===== src/rtl/pc_display_pkg.sv =====
// Shared types and seven-segment helpers for pc_step_display.
// Segment codes are active-low, ordered {g,f,e,d,c,b,a}.
package pc_display_pkg;

  typedef enum logic [1:0] {IDLE, SHIFT, DONE} bcd_state_t;

  localparam logic [6:0] SEG_OFF = 7'b1111111;

  localparam logic [6:0] SEG_DIGIT [0:9] = '{
    7'b1000000, 7'b1111001, 7'b0100100, 7'b0110000, 7'b0011001,
    7'b0010010, 7'b0000010, 7'b1111000, 7'b0000000, 7'b0010000
  };

  function automatic logic [6:0] seg_encode(input logic [3:0] val);
    if (val < 4'd10) return SEG_DIGIT[val];
    return SEG_OFF;
  endfunction

  // Decimal digits needed to show the largest value of a bits-wide field.
  function automatic int min_digits(input int bits);
    longint unsigned max_v;
    int n;
    max_v = (64'd1 << bits) - 64'd1;
    n = 1;
    while (max_v >= 64'd10) begin
      max_v = max_v / 64'd10;
      n++;
    end
    return n;
  endfunction

endpackage


===== src/rtl/pc_step_display_key_debouncer.sv =====
// Debouncer for the synchronised active-low step key; emits one press_pulse
// after a high->low change has held for DEBOUNCE_CYC cycles.
module key_debouncer #(
  parameter int DEBOUNCE_CYC = 500000
) (
  input  logic clk,
  input  logic reset,
  input  logic key_n_sync,
  output logic press_pulse
);

  localparam int CNT_W = $clog2(DEBOUNCE_CYC + 1);
  localparam logic [CNT_W-1:0] RELOAD = CNT_W'(DEBOUNCE_CYC - 1);

  logic [CNT_W-1:0] cnt;
  logic             level;

  always_ff @(posedge clk or posedge reset) begin
    if (reset) begin
      cnt         <= RELOAD;
      level       <= 1'b1;
      press_pulse <= 1'b0;
    end else begin
      press_pulse <= 1'b0;
      if (key_n_sync == level) begin
        cnt <= RELOAD;
      end else if (cnt == '0) begin
        level       <= key_n_sync;
        press_pulse <= ~key_n_sync;
        cnt         <= RELOAD;
      end else begin
        cnt <= cnt - 1'b1;
      end
    end
  end

endmodule


===== src/rtl/pc_step_display.sv =====
// PC stepper with sequential double-dabble decimal readout on HEX displays.
// Optional free-running step tick is built when PC_AUTORUN_EN is defined.
//   state | meaning
//   IDLE  | display up to date, waiting for the field to change
//   SHIFT | double-dabble shifting, one field bit per cycle
//   DONE  | publish segments, restart if the field moved meanwhile
module pc_step_display
  import pc_display_pkg::*;
#(
  parameter int PC_WIDTH     = 32,
  parameter int PC_STEP      = 4,
  parameter int DISP_LSB     = 2,
  parameter int DISP_BITS    = 8,
  parameter int DIGITS       = 3,
  parameter int DEBOUNCE_CYC = 500000,
  parameter int RUN_DIV      = 25000000
) (
  input  logic                  clk,
  input  logic                  reset,
  input  logic                  step_key_n,
  input  logic                  run_en,
  input  logic                  load,
  input  logic [PC_WIDTH-1:0]   load_value,
  output logic [PC_WIDTH-1:0]   pc,
  output logic [7*DIGITS-1:0]   hex_n,
  output logic                  disp_valid
);

  localparam int BCD_W = 4 * DIGITS;
  localparam int CNT_W = $clog2(DISP_BITS + 1);

  if (DIGITS < min_digits(DISP_BITS)) begin : g_bad_digits
    $error("DIGITS too small to show DISP_BITS-wide field");
  end
  if (DISP_LSB + DISP_BITS > PC_WIDTH) begin : g_bad_field
    $error("display field exceeds PC_WIDTH");
  end

  logic [1:0] key_sync;
  logic       step_evt;
  logic       run_tick;

  always_ff @(posedge clk or posedge reset) begin
    if (reset) key_sync <= 2'b11;
    else       key_sync <= {key_sync[0], step_key_n};
  end

  key_debouncer #(.DEBOUNCE_CYC(DEBOUNCE_CYC)) u_debounce (
    .clk         (clk),
    .reset       (reset),
    .key_n_sync  (key_sync[1]),
    .press_pulse (step_evt)
  );

`ifdef PC_AUTORUN_EN
  localparam int RUN_W = $clog2(RUN_DIV + 1);
  logic [RUN_W-1:0] run_cnt;

  // Held at reload while disabled so the first tick is a full period away.
  always_ff @(posedge clk or posedge reset) begin
    if (reset)                 run_cnt <= RUN_W'(RUN_DIV - 1);
    else if (!run_en)          run_cnt <= RUN_W'(RUN_DIV - 1);
    else if (run_cnt == '0)    run_cnt <= RUN_W'(RUN_DIV - 1);
    else                       run_cnt <= run_cnt - 1'b1;
  end
  assign run_tick = run_en && (run_cnt == '0);
`else
  localparam int unused_run_div = RUN_DIV;
  logic unused_run_en;
  assign unused_run_en = run_en;
  assign run_tick      = 1'b0;
`endif

  always_ff @(posedge clk or posedge reset) begin
    if (reset)                    pc <= '0;
    else if (load)                pc <= load_value;
    else if (step_evt || run_tick) pc <= pc + PC_WIDTH'(PC_STEP);
  end

  logic [DISP_BITS-1:0] f;
  assign f = pc[DISP_LSB +: DISP_BITS];

  bcd_state_t           state, state_nxt;
  logic [DISP_BITS-1:0] conv_f, conv_f_nxt, shown_f, shown_f_nxt, bin_sh, bin_nxt;
  logic [BCD_W-1:0]     bcd, bcd_nxt, bcd_adj;
  logic [CNT_W-1:0]     bit_cnt, cnt_nxt;
  logic                 pending, pend_nxt;
  logic [7*DIGITS-1:0]  hex_nxt;

  always_ff @(posedge clk or posedge reset) begin
    if (reset) begin
      state   <= IDLE;
      conv_f  <= '0;
      shown_f <= '0;
      bin_sh  <= '0;
      bcd     <= '0;
      bit_cnt <= '0;
      pending <= 1'b0;
      hex_n   <= {DIGITS{SEG_DIGIT[0]}};
    end else begin
      state   <= state_nxt;
      conv_f  <= conv_f_nxt;
      shown_f <= shown_f_nxt;
      bin_sh  <= bin_nxt;
      bcd     <= bcd_nxt;
      bit_cnt <= cnt_nxt;
      pending <= pend_nxt;
      hex_n   <= hex_nxt;
    end
  end

  always_comb begin
    state_nxt   = state;
    conv_f_nxt  = conv_f;
    shown_f_nxt = shown_f;
    bin_nxt     = bin_sh;
    bcd_nxt     = bcd;
    cnt_nxt     = bit_cnt;
    pend_nxt    = pending;
    hex_nxt     = hex_n;
    bcd_adj     = bcd;
    for (int d = 0; d < DIGITS; d++) begin
      if (bcd[4*d +: 4] >= 4'd5) bcd_adj[4*d +: 4] = bcd[4*d +: 4] + 4'd3;
    end
    case (state)
      IDLE: begin
        if (f != conv_f) begin
          conv_f_nxt = f;
          bin_nxt    = f;
          bcd_nxt    = '0;
          cnt_nxt    = CNT_W'(DISP_BITS - 1);
          state_nxt  = SHIFT;
        end
      end
      SHIFT: begin
        bcd_nxt = {bcd_adj[BCD_W-2:0], bin_sh[DISP_BITS-1]};
        bin_nxt = bin_sh << 1;
        if (f != conv_f) pend_nxt = 1'b1;
        if (bit_cnt == '0) state_nxt = DONE;
        else               cnt_nxt   = bit_cnt - 1'b1;
      end
      DONE: begin
        for (int d = 0; d < DIGITS; d++) hex_nxt[7*d +: 7] = seg_encode(bcd[4*d +: 4]);
        shown_f_nxt = conv_f;
        pend_nxt    = 1'b0;
        if (pending || (f != conv_f)) begin
          conv_f_nxt = f;
          bin_nxt    = f;
          bcd_nxt    = '0;
          cnt_nxt    = CNT_W'(DISP_BITS - 1);
          state_nxt  = SHIFT;
        end else begin
          state_nxt = IDLE;
        end
      end
      default: state_nxt = IDLE;
    endcase
  end

  // Valid as soon as the published field matches the live one; drops the cycle the PC moves.
  assign disp_valid = (f == shown_f);

endmodule


===== config.mk =====
export PLATFORM = sky130hd
export DESIGN_NAME = pc_step_display
export DESIGN_NICKNAME = d
export VERILOG_FILES = /design/src/rtl/pc_display_pkg.sv /design/src/rtl/pc_step_display_key_debouncer.sv /design/src/rtl/pc_step_display.sv
export SDC_FILE = /design/constraint.sdc
export NUM_CORES = 1
export LEC_CHECK = 0
export CORE_ASPECT_RATIO = 0.8
export CORE_UTILIZATION = 45
export CTS_BUF_LIST = sky130_fd_sc_hd__clkbuf_8 sky130_fd_sc_hd__clkbuf_16
export CTS_CLUSTER_SIZE = 30
export DETAILED_ROUTE_END_ITERATION = 10
export GPL_TIMING_DRIVEN = 0
export HOLD_SLACK_MARGIN = 0.1
export PLACE_DENSITY = 0.7
export SYNTH_ARGS = -nofsm -noshare
export SYNTH_HDL_FRONTEND = slang
export SYNTH_SLANG_ARGS = --single-unit

===== constraint.sdc =====
create_clock -name clk -period 7.2 [get_ports clk]
set_input_delay 2.16 -clock clk [delete_from_list [all_inputs] [get_ports clk]]
set_output_delay 2.16 -clock clk [all_outputs]
set_load 0.01 [all_outputs]

; ---- Word-level counts from Yosys, hierarchy flattened
; Memories as Yosys holds them, arrays and structs flattened.
; Index checks and enable logic that the tools add are counted.
[word_totals]
elab_cells = 104
rom_bits = 336
input_bits = 37
ff_bits = 119
mem_count = 3
[classes]
n_eq_ne = 10
bitwise_logic = 5
reduce_logical = 14
n_addsub = 6
n_mux = 44
order_cmp = 9
[mem_list]
columns = name, depth, width, rd, rd_ports_with_merged_regs, write_ports, line
row1 = (name not given), 16, 7, 1, 0, 0, pc_display_pkg.sv:15  ; if (val < 4'd10) return SEG_DIGIT[val];
row2 = (name not given), 16, 7, 1, 0, 0, pc_display_pkg.sv:15
row3 = (name not given), 16, 7, 1, 0, 0, pc_display_pkg.sv:15
[op_table]
columns = op, count
row1 = 2-to-1 mux 7 bit, 12
row2 = 2-to-1 mux 32 bit, 2
row3 = 2-to-1 mux 19 bit, 2
row4 = case mux 12 bit (3 select lines), 1
row5 = "adder 32 x 3 -> 32 bit, second input constant", 1
row6 = 2-to-1 mux 12 bit, 2
row7 = case mux 8 bit (3 select lines), 1
row8 = 2-to-1 mux 4 bit, 5
row9 = zero test 19 bit, 1
row10 = "subtractor 19 x 1 -> 19 bit, second input constant", 1
row11 = 2-to-1 mux 8 bit, 2
row12 = case mux 8 bit (2 select lines), 1
row13 = ">= comparator 5 bit, second input constant", 3
row14 = inverter 4 -> 5 bit, 3
row15 = ">= comparator 4 x 3 -> 1 bit, second input constant", 3
row16 = "< comparator 4 bit, second input constant", 3
row17 = case mux 4 bit (3 select lines), 1
row18 = 2-to-1 mux 1 bit, 10
row19 = "inequality test 2 bit, second input constant", 5
row20 = "adder 4 x 2 -> 4 bit, second input constant", 2
row21 = == test 8 bit, 1
row22 = inequality test 8 bit, 1
row23 = case mux 2 bit (3 select lines), 1
row24 = AND reduction 2 bit, 3
row25 = 16 further kinds, 21

; ---- Longest topological paths before layout
[logic_depth]
ltp_word = 6
depth_mapped = 7
ltp_nobuf = 7

; ---- Modules after synthesis
; Synthesis repeated with hierarchy kept, for this count alone.
[unflattened]
cells_unflattened = 686
hier_area_um2 = 6734.0
[by_module_without_submodules]
columns = mod, seq_area_each_um2, cells_each, area_per_inst_um2, instances
row1 = pc_step_display, 2458.6, 583, 5630.4, 1
row2 = key_debouncer, 540.5, 103, 1103.6, 1

; ---- Worst setup path after synthesis
; OpenSTA, ideal clock, no wires.
[synth_timing]
kind = register -> output
start = register pc[9]
end = output port disp_valid
path_stages_with_launch = 5
arrival_time_ns = 0.998
slack_ns = 4.042
cell_sequence = dfrtp_1 > buf_2 > xnor2_1 > nand4_1 > nor2_1
[synth_via]
elab_chain_cells = 1
[synth_lines]
columns = item, line
row1 = start: declaration, pc_step_display.sv:24  ; output logic [PC_WIDTH-1:0] pc,
row2 = start signal: assignment, pc_step_display.sv:76  ; else if (load) pc <= load_value;
row3 = start signal: assignment, pc_step_display.sv:77  ; else if (step_evt || run_tick) pc <= pc + PC_WIDTH'(PC_STEP);
row4 = == test 8 bit, pc_step_display.sv:161  ; assign disp_valid = (f == shown_f);
row5 = end: declaration, pc_step_display.sv:26  ; output logic disp_valid
; No other way between the ends.

; ---- Final worst setup path
; Ends and elaborated chain as after synthesis.

==> impl_metrics.yaml <==
routing:
  ant_nets: 0
  vias: 5426
  routed_wl_microns: 15500
  drcViolationCount: 0
  viasPerCell: 5.49
  wl_per_cell_microns: 15.6
  drtIter0Drc: 540
  firstDrtPassIters: 5
layout:
  diodes: 0
  seq_area_sq_mm: 0.00300
  fin_area_sq_mm: 0.00821
  nets: 852
  fin_cells: 989
  finish.utilization_pct: 59.8
  drive_above_1_share_pct: 11.2
  multi_input_area_sq_mm: 0.00314
  syn_to_final_growth_pct: 27.9
  fillerInstances: 1123
setup_path:
  crit_chain: "buf_2, xnor2_1, nand4_1, nor2_1, clkdlybuf4s50_1"
  slowest_stage: "clkdlybuf4s50_1"
  start_kind: "flop"
  r2r_start: "pc[7]"
  crit_start: "pc[9]"
  crit_cells: 5
  rr_worst_depth: 7
  r2r-end: "state[0]"
  crit_buf_inv: 2
  rrSetupSlack_ns: 4.93
  critical_path_arrival_ns: 2.03
  crit_family: "buffers and inverters"
  cp_slowest_stage_delay_ns: 0.54
  critPathMaxFanout: 10
  endpoint: "disp_valid"
  critPathCaptureType: "primary output"
  worstPathRequired_ns: 5.04
  path_class: "reg -> out"
synthesis:
  synth_nets: 744
  synth_area_leaders: "dfrtp_1 40%, dfstp_2 7.0%, nand2_1 5.8%"
  synth.distinct_cells: 50
  async_flop_share_pct: 100
  synth_edf_count: 0
  post-synth-top-area-fraction_pct: 39.7
  yosysWarnings: 0
  synthFlopType: "dfrtp_1"
  ys_ff_latch: 119
  syn_inst: 688
  synth_top_area_cell: "dfrtp_1"
  synth.cell_area_sq_mm: 0.00642
  ys_seq_area_share_pct: 46.7
  syn_area_per_cell_sq_um: 9.34
power_and_ir_drop:
  peakVddDrop_mv: 0.211
  power_leakage_nw: 3.42
  power_mw: 2.99
  power-per-cell-area_mw_per_mm2: 364
global_route:
  grt_max_degree: 98
  grt_use_met2_pct: 35.4
  grt-busiest-layer: "met2"
  grt-ovfl-total: 0
  use_met1_pct: 30.7
  grt_use_total_pct: 22.4
  grt_pass1_wl_microns: 25700
  grt_pass1_vias: 5184
  grtUsageMet3_pct: 5.44
  antenna_found_initial: 0
clocking:
  cts.sinks: 119
  cts_hold_buf: 0
  cts_tree: "done"
  cts_setup_buffers: 0
  ctsHtreeMaxLevel: 4
  clock_latency_ns: 0.42
  clk_path_buf_depth: 2
  cts_resized: 0
  numCtsBuffers: 17
  clkSlewWorstSetupHoldPaths_ns: 0.06
  clockRootBuffer: "clkbuf_16"
sta:
  drv_slew: 0
  fmax_mhz: 239
  min_period_over_period_pct: 58.2
  finClkSkew_ns: 0.00710
  grt_setup_unrepaired: "false"
  fin_tns_setup_ns: 0
  finalHoldViolations: 0
  setup_viol: 0
  post-route-min-period_ns: 4.19
  tightestPinTransition_ns: 0.581
  maxSlewHeadroom_pct: 61.3
  worst_slack_ns: 3.01
  holdWs_ns: 0.355
floorplan:
  fp.dieW_microns: 136
  start_util_pct: 46.7
  coreArea_sq_mm: 0.0137
  ios: 91
  dieArea_sq_mm: 0.0148
  core.rowCount: 38
  die_y_microns: 109
placement:
  dpl.hpwl_microns: 10900
  dp_cells: 957
  port_buffers: 88
  gp_congestion: 0.884
  dp_slack_ns: 3.48
  place_area_sq_mm: 0.00756
run:
  maxCapViolCount: 0
run_status:
  status: "complete, no violations"
hold_path:
  hp-class: "reg -> reg"
==> power by group <==
part	switching [mW]	internal, mW	total (mW)
clock network	0.319	0.616	0.935
registers	0.155	0.861	1.02
logic	0.562	0.480	1.04
==> worst register-to-register path, cell delays in order, from the launching register on <==
cell,delay (ns)
dfrtp_1,0.38
buf_2,0.19
xor2_1,0.17
nor4_2,0.48
buf_2,0.32
nand2_1,0.25
o21bai_1,0.27
a21oi_1,0.10
==> synthesized netlist by cell type, types with 4 or more instances <==
master / count
nor2b_1: 4
ha_1: 19
dfstp_2: 17
nor4_2: 6
a31oi_1: 9
and4_1: 5
nand2_1: 99
and3_1: 7
o21ai_1: 10
a21oi_1: 37
dfrtp_1: 102
buf_2: 11
nor2_1: 57
xnor2_1: 39
nand4_1: 14
o21ai_0: 36
inv_1: 26
nor3_1: 11
o22a_1: 6
o22ai_1: 20
o31ai_1: 19
nand2b_1: 9
clkbuf_1: 30
mux2_2: 18
nand3_1: 10
xor2_1: 26
or3_1: 6
==> registers in the layout, summed over array words and instances (netlist names), 2 cells and up <==
name            count
bcd                12
shown_f             8
bit_cnt             4
u_debounce.cnt     19
key_sync            2
hex_n              21
state               2
bin_sh              8
pc                 32
conv_f              8
==> per-layer routing <==
layer  share of wire (%)  wire (microns)
met3                 5.0             778
met1                  46            7140
met5                   0               0
met4                 1.2             183
met2                  48            7370
==> cell usage in the layout (no fill, tap or decap), types with 10 or more instances in the layout <==
cell type / instances
a21oi_1: 37
buf_2: 11
clkbuf_1: 30
clkbuf_16: 17
clkdlybuf4s50_1: 88
dfrtp_1: 102
dfstp_2: 17
ha_1: 19
inv_1: 26
mux2_2: 18
nand2_1: 99
nand3_1: 10
nand4_1: 14
nor2_1: 57
nor3_1: 11
o21ai_0: 36
o21ai_1: 10
o22ai_1: 20
o31ai_1: 19
xnor2_1: 39
xor2_1: 26
==> worst min path at each step <==
stage / from / end / slack [ns] / cells past startpoint
finish: key_sync[0] / key_sync[1] / 0.35 / 0
global route: key_sync[0] / key_sync[1] / 0.37 / 0
CTS: key_sync[0] / key_sync[1] / 0.36 / 0
detailed placement: key_sync[0] / key_sync[1] / 0.35 / 0
global placement: key_sync[0] / key_sync[1] / 0.35 / 0
floorplan: key_sync[0] / key_sync[1] / 0.35 / 0
==> logic make-up (layout without fill, tap and decap cells) <==
kind of cell               after synthesis  after routing  synth area share, %
muxes                                   22             22                 3.84
xor gates and xnor gates                65             65                 8.86
AOI/OAI and AO/OA                      144            144                 13.3
and+or+nand+nor                        249            249                 19.2
adders and majority gates               19             19                 3.70
DFF                                    119            119                 46.7
buffers and inverters                   70            191                 4.42
==> area by class of cell <==
class / instances / share of cell area [%]
Tap cell: 180 / 2.74
Sequential cell: 119 / 36.5
Multi-Input combinational cell: 499 / 38.2
Timing Repair Buffer: 89 / 11.1
Clock buffer: 17 / 5.18
Inverter: 26 / 1.25
Buffer: 44 / 2.27
Clock inverter: 15 / 2.76
Note: power is estimated with default switching activity, not from simulation.
